--- config.mk ---
export PLATFORM = sky130hd
export DESIGN_NAME = simmem_delay_calculator
export DESIGN_NICKNAME = d
export VERILOG_FILES = /design/src/rtl/simmem_pkg.sv /design/src/rtl/simmem_row_cost.sv /design/src/rtl/simmem_delay_calculator.sv
export SDC_FILE = /design/constraint.sdc
export NUM_CORES = 1
export LEC_CHECK = 0
export ABC_AREA = 1
export CORE_MARGIN = 1
export CORE_UTILIZATION = 39
export CTS_CLUSTER_DIAMETER = 40
export DETAILED_ROUTE_END_ITERATION = 12
export PLACE_DENSITY_LB_ADDON = 0.05
export SYNTH_ARGS = -nofsm -noshare
export SYNTH_HDL_FRONTEND = slang
export SYNTH_SLANG_ARGS = --single-unit
--- constraint.sdc ---
create_clock -name clk_i -period 3.2 [get_ports clk_i]
set_input_delay 0.32 -clock clk_i [delete_from_list [all_inputs] [get_ports clk_i]]
set_output_delay 0.32 -clock clk_i [all_outputs]
set_load 0.03 [all_outputs]
--- src/rtl/simmem_pkg.sv ---
// Shared types and timing constants for the simulated memory controller.
package simmem_pkg;

    localparam int unsigned AddrWidth              = 16;
    localparam int unsigned RowBufferLenWidth      = 8;
    localparam int unsigned RowWidth               = AddrWidth - RowBufferLenWidth;
    localparam int unsigned BurstLenWidth          = 8;
    localparam int unsigned IdWidth                = 4;
    localparam int unsigned WriteRespBankAddrWidth = 4;
    localparam int unsigned ReadDataBankAddrWidth  = 4;

    localparam int unsigned RowHitCost     = 10;
    localparam int unsigned PrechargeCost  = 50;
    localparam int unsigned ActivationCost = 45;
    localparam int unsigned CostWidth      = 9;

    typedef logic [WriteRespBankAddrWidth-1:0] write_iid_t;
    typedef logic [ReadDataBankAddrWidth-1:0]  read_iid_t;

    typedef struct packed {
        logic [IdWidth-1:0]       id;
        logic [AddrWidth-1:0]     addr;
        logic [BurstLenWidth-1:0] burst_length;
        logic [2:0]               burst_size;
        logic [1:0]               burst_type;
    } waddr_t;

    typedef struct packed {
        logic [IdWidth-1:0]       id;
        logic [AddrWidth-1:0]     addr;
        logic [BurstLenWidth-1:0] burst_length;
        logic [2:0]               burst_size;
        logic [1:0]               burst_type;
    } raddr_req_t;

    typedef enum logic [1:0] {IDLE, COUNT, RELEASE} delay_calc_state_e;

endpackage

--- src/rtl/simmem_row_cost.sv ---
// Service cost of one access against a single bank's row buffer.
module simmem_row_cost
    import simmem_pkg::*;
#(
    parameter int unsigned RowHitCost     = simmem_pkg::RowHitCost,
    parameter int unsigned PrechargeCost  = simmem_pkg::PrechargeCost,
    parameter int unsigned ActivationCost = simmem_pkg::ActivationCost,
    parameter int unsigned CostWidth      = simmem_pkg::CostWidth
) (
    input  logic                     row_open_i,
    input  logic [RowWidth-1:0]      open_row_i,
    input  logic [AddrWidth-1:0]     addr_i,
    input  logic [BurstLenWidth-1:0] burst_length_i,
    output logic [CostWidth-1:0]     cost_o,
    output logic [RowWidth-1:0]      row_o
);

    localparam logic [CostWidth-1:0] HitCost      = CostWidth'(RowHitCost);
    localparam logic [CostWidth-1:0] ClosedCost   = CostWidth'(ActivationCost + RowHitCost);
    localparam logic [CostWidth-1:0] ConflictCost =
        CostWidth'(PrechargeCost + ActivationCost + RowHitCost);

    logic [CostWidth-1:0] base_cost;

    assign row_o = addr_i[AddrWidth-1:RowBufferLenWidth];

    always_comb begin
        base_cost = ConflictCost;
        if (!row_open_i) begin
            base_cost = ClosedCost;
        end else if (open_row_i == row_o) begin
            base_cost = HitCost;
        end
    end

    assign cost_o = base_cost + CostWidth'(burst_length_i);

endmodule

--- src/rtl/simmem_delay_calculator.sv ---
// Single-bank delay model: accepts one address request at a time and
// releases its iid to the owning response bank once the access cost elapses.
module simmem_delay_calculator
    import simmem_pkg::*;
#(
    parameter int unsigned RowHitCost     = simmem_pkg::RowHitCost,
    parameter int unsigned PrechargeCost  = simmem_pkg::PrechargeCost,
    parameter int unsigned ActivationCost = simmem_pkg::ActivationCost,
    parameter int unsigned CostWidth      = simmem_pkg::CostWidth
) (
    input  logic                              clk_i,
    input  logic                              rst_i,
    input  logic                              waddr_valid_i,
    output logic                              waddr_ready_o,
    input  logic [$bits(waddr_t)-1:0]         waddr_i,
    input  logic [WriteRespBankAddrWidth-1:0] waddr_iid_i,
    input  logic                              raddr_valid_i,
    output logic                              raddr_ready_o,
    input  logic [$bits(raddr_req_t)-1:0]     raddr_i,
    input  logic [ReadDataBankAddrWidth-1:0]  raddr_iid_i,
    output logic                              wrelease_valid_o,
    output logic [WriteRespBankAddrWidth-1:0] wrelease_iid_o,
    input  logic                              wrelease_ready_i,
    output logic                              rrelease_valid_o,
    output logic [ReadDataBankAddrWidth-1:0]  rrelease_iid_o,
    input  logic                              rrelease_ready_i
);

    delay_calc_state_e state_q, state_d;
    logic                 ptr_q, ptr_d;          // 0: write wins contention, 1: read
    logic                 row_open_q, row_open_d;
    logic [RowWidth-1:0]  open_row_q, open_row_d;
    logic [CostWidth-1:0] cnt_q, cnt_d;
    logic                 dir_w_q, dir_w_d;
    write_iid_t           wiid_q, wiid_d;
    read_iid_t            riid_q, riid_d;

    waddr_t     wreq;
    raddr_req_t rreq;
    logic       grant_w, grant_r, handshake, rel_fire;
    logic [AddrWidth-1:0]     sel_addr;
    logic [BurstLenWidth-1:0] sel_len;
    logic [CostWidth-1:0]     cost;
    logic [RowWidth-1:0]      new_row;
    logic                     unused_req_fields;

    assign wreq = waddr_t'(waddr_i);
    assign rreq = raddr_req_t'(raddr_i);
    assign unused_req_fields = ^{wreq.id, wreq.burst_size, wreq.burst_type,
                                 rreq.id, rreq.burst_size, rreq.burst_type};

    assign grant_w = waddr_valid_i & (~raddr_valid_i | ~ptr_q);
    assign grant_r = raddr_valid_i & (~waddr_valid_i | ptr_q);

    assign waddr_ready_o = (state_q == IDLE) & grant_w;
    assign raddr_ready_o = (state_q == IDLE) & grant_r;
    assign handshake     = waddr_ready_o | raddr_ready_o;

    assign sel_addr = grant_w ? wreq.addr : rreq.addr;
    assign sel_len  = grant_w ? wreq.burst_length : rreq.burst_length;

    simmem_row_cost #(
        .RowHitCost     (RowHitCost),
        .PrechargeCost  (PrechargeCost),
        .ActivationCost (ActivationCost),
        .CostWidth      (CostWidth)
    ) u_row_cost (
        .row_open_i     (row_open_q),
        .open_row_i     (open_row_q),
        .addr_i         (sel_addr),
        .burst_length_i (sel_len),
        .cost_o         (cost),
        .row_o          (new_row)
    );

    assign wrelease_valid_o = (state_q == RELEASE) & dir_w_q;
    assign rrelease_valid_o = (state_q == RELEASE) & ~dir_w_q;
    assign wrelease_iid_o   = wiid_q;
    assign rrelease_iid_o   = riid_q;
    assign rel_fire = (wrelease_valid_o & wrelease_ready_i) |
                      (rrelease_valid_o & rrelease_ready_i);

    always_comb begin
        state_d    = state_q;
        ptr_d      = ptr_q;
        row_open_d = row_open_q;
        open_row_d = open_row_q;
        cnt_d      = cnt_q;
        dir_w_d    = dir_w_q;
        wiid_d     = wiid_q;
        riid_d     = riid_q;
        unique case (state_q)
            IDLE: begin
                if (handshake) begin
                    dir_w_d    = grant_w;
                    if (grant_w) wiid_d = waddr_iid_i;
                    else         riid_d = raddr_iid_i;
                    // cost-1 here plus reaching zero one cycle early puts
                    // the first release cycle exactly cost cycles later
                    cnt_d      = cost - CostWidth'(1);
                    row_open_d = 1'b1;
                    open_row_d = new_row;
                    if (waddr_valid_i && raddr_valid_i) ptr_d = ~ptr_q;
                    state_d    = COUNT;
                end
            end
            COUNT: begin
                cnt_d = cnt_q - CostWidth'(1);
                if (cnt_d == '0) state_d = RELEASE;
            end
            RELEASE: begin
                if (rel_fire) state_d = IDLE;
            end
            default: state_d = IDLE;
        endcase
    end

    always_ff @(posedge clk_i) begin
        if (rst_i) begin
            state_q    <= IDLE;
            ptr_q      <= 1'b0;
            row_open_q <= 1'b0;
            open_row_q <= '0;
            cnt_q      <= '0;
            dir_w_q    <= 1'b0;
            wiid_q     <= '0;
            riid_q     <= '0;
        end else begin
            state_q    <= state_d;
            ptr_q      <= ptr_d;
            row_open_q <= row_open_d;
            open_row_q <= open_row_d;
            cnt_q      <= cnt_d;
            dir_w_q    <= dir_w_d;
            wiid_q     <= wiid_d;
            riid_q     <= riid_d;
        end
    end

endmodule

==> reports/qor.txt <==
filler cell count: 546
CTS tree: yes
worst vdd ir: 0.000239 V
final instance area: 0.00327 mm²
worst path required time: 3420 ps
first-pass GRT wire length: 9470 µm
TritonCTS buffer count: 5
RSZ-0062 raised after global routing: yes
P_leak: 1.56 nW
Worst-path clk slew: 70 ps
Detailed Place HPWL: 3880 µm
TritonRoute pass-1 iters: 4
Synth cell types: 36
Synth Net Count: 434
Peak Freq: 0.341 GHz
CTS Root Cell: clkbuf_8
critical path class: register to register
largest net degree at the start of global routing: 21
vias per cell: 4.81
final WL: 5290 µm
clock sinks: 30
Pwr per Cell Area: 469 mW/mm²
Initial Utilization: 0.406
gr ovfl total: 0
Syn Inst Count: 337
reg2reg setup slack: 270 ps
CP Max Fanout: 5
Die Footprint: 0.00603 mm²
share of layout cells above drive strength 1: 0.140
Iter 0 DRT Violations: 121
post-synth design cell area: 0.00223 mm²
crit path DAT: 3140 ps
Layout Skew: 5.90 ps
setup TNS: 0 ps
# diodes: 0
multi-input logic area: 0.00147 mm²
fin. max-slew vios: 0
most frequent cells in the layout: nand2_1 (67), inv_1 (57), clkdlybuf4s50_1 (55)
Hold Buf Count CTS: 0
max-cap viol count: 0
Most used DFF post-synth: dfxtp_1
per-cell routed wire length: 10.9 µm
Post-DRT Antenna Nets: 0
worst setup path start: ptr_q
DR vias: 2343
synthesized area per cell: 6.63 µm²
Hold Vio Cnt, Final: 0
Worst-Margin Slew: 542 ps
Total Power Consumption: 1.53 mW
vias in the first global route: 2249
maximum clock path buffer count: 2
total track usage: 0.196
hold_sp: rrelease_iid_o[0]
Hold WS: 462 ps
Rows: 27
CP endpoint kind: register
fraction of registers with async set/reset: 0
placed cell area: 0.00294 mm²
DRC errors left: 0
final setup fails: 0
hold path depth: 2
worst setup margin: 271 ps
FF-to-FF End: cnt_q[7]
core box area: 0.00551 mm²
commonest non-fill, non-tap cell in the layout: nand2_1
Synth Warn #: 0
htree depth: 2
Die H: 77.7 µm
HP Class: register to register
status: complete, no violations
post-synthesis sequential area ratio: 0.269
Area Overhead vs Synth: 46.6%
initial antenna violation count: 0
RR Startpoint: ptr_q
number of synthesized flops with an enable pin: 0
PortBufs: 57
register area: 602 µm²
Tmin final: 2930 ps
period utilisation layout: 0.915
sink of the worst hold path: rrelease_iid_o[0]
I/O pin count: 92
Startpoint Class: register
chip width: 77.7 µm
DP Worst Slack: -354 ps
Layout Nets: 512
worst-skew pair later-pin latency: 290 ps
Slew headroom: 0.638
Register-to-Register Path Depth: 21
gpl congestion: 0.834
synthesized flop and latch total: 30
[worst max-delay path: stages, from the launching register on]
cell,delay (ps)
dfxtp_2,340
nand2_4,90
nand2_8,80
buf_6,140
nand2_1,90
o21ai_4,70
xor2_1,160
nand2_1,80
nor2_1,40
nand2_1,90
nand2_2,60
buf_4,130
buf_4,120
ha_1,260
inv_1,40
ha_1,300
buf_4,140
nand2_1,70
o21ai_0,110
o21ai_0,180
nand3_1,120
a31oi_1,150
[routing by layer]
layer  wire length, µm  up-vias  track usage
met1              2450     1050        0.237
li1                  -     1228            -
met2              2520       54        0.342
met3               209       11       0.0376
met4               106        0       0.0717
met5                 0        -            0
[worst max path at each step]
stage	slack, ps	depth (start not counted)	end
after floorplan	430	23	cnt_q[5]
after global placement	-310	21	cnt_q[7]
after detailed placement	-350	19	cnt_q[7]
after CTS	50	22	cnt_q[5]
after global routing	-10	22	cnt_q[5]
final	270	21	cnt_q[7]
[repair_timing]
action | in CTS | in global routing
setup buffers | 6 | 2
setup endpoints to repair | 3 | 6
pin swaps | 10 | 18
gates resized for setup | 15 | 16
cloned | 1 | 0
[flip-flops by register name, indices dropped and copies added (netlist names)]
| name | flops |
|---|---|
| cnt_q | 9 |
| dir_w_q | 1 |
| open_row_q | 8 |
| ptr_q | 1 |
| row_open_q | 1 |
| rrelease_iid_o | 4 |
| state_q | 2 |
| wrelease_iid_o | 4 |
[cell families after synthesis]
group           after synthesis  share of synthesized area
simple gates                135                      0.258
buf+inv                      69                      0.124
xor+xnor                     11                     0.0431
fa+ha+maj                    17                     0.0986
mux                           7                     0.0314
compound gates               68                      0.175
flops                        30                      0.269
[synth_stat cells, drive strengths merged (3+ instances only)]
cell,number,area (µm²)
ha,16,200
a21oi,25,125
inv,61,229
nand3,20,105
nor2,35,141
buf,6,41.3
xor2,10,87.6
nor3,3,15.0
dfxtp,30,601
mux2i,7,70.1
o21ai,34,200
nand2,74,295
[through the flow]
step           utilization  std cells
5_1_grt              0.595        487
3_3_place_gp         0.534        471
2_1_floorplan            -        337
6_report             0.595        487
4_1_cts              0.581        485
3_5_place_dp         0.534        471
[power breakdown]
part / total [mW] / internal [mW] / switching [mW]
Clock: 0.399 / 0.249 / 0.150
Combinational: 0.668 / 0.300 / 0.368
Sequential: 0.468 / 0.423 / 0.0444
[cell type report]
cell class	instances	area share
Multi-Input combinational cell	238	0.448
Timing Repair Buffer	79	0.236
Sequential cell	30	0.184
Inverter	61	0.0699
Tap cell	72	0.0275
Clock buffer	6	0.0252
Clock inverter	1	0.00917
Power figures use the tool's default switching activity.
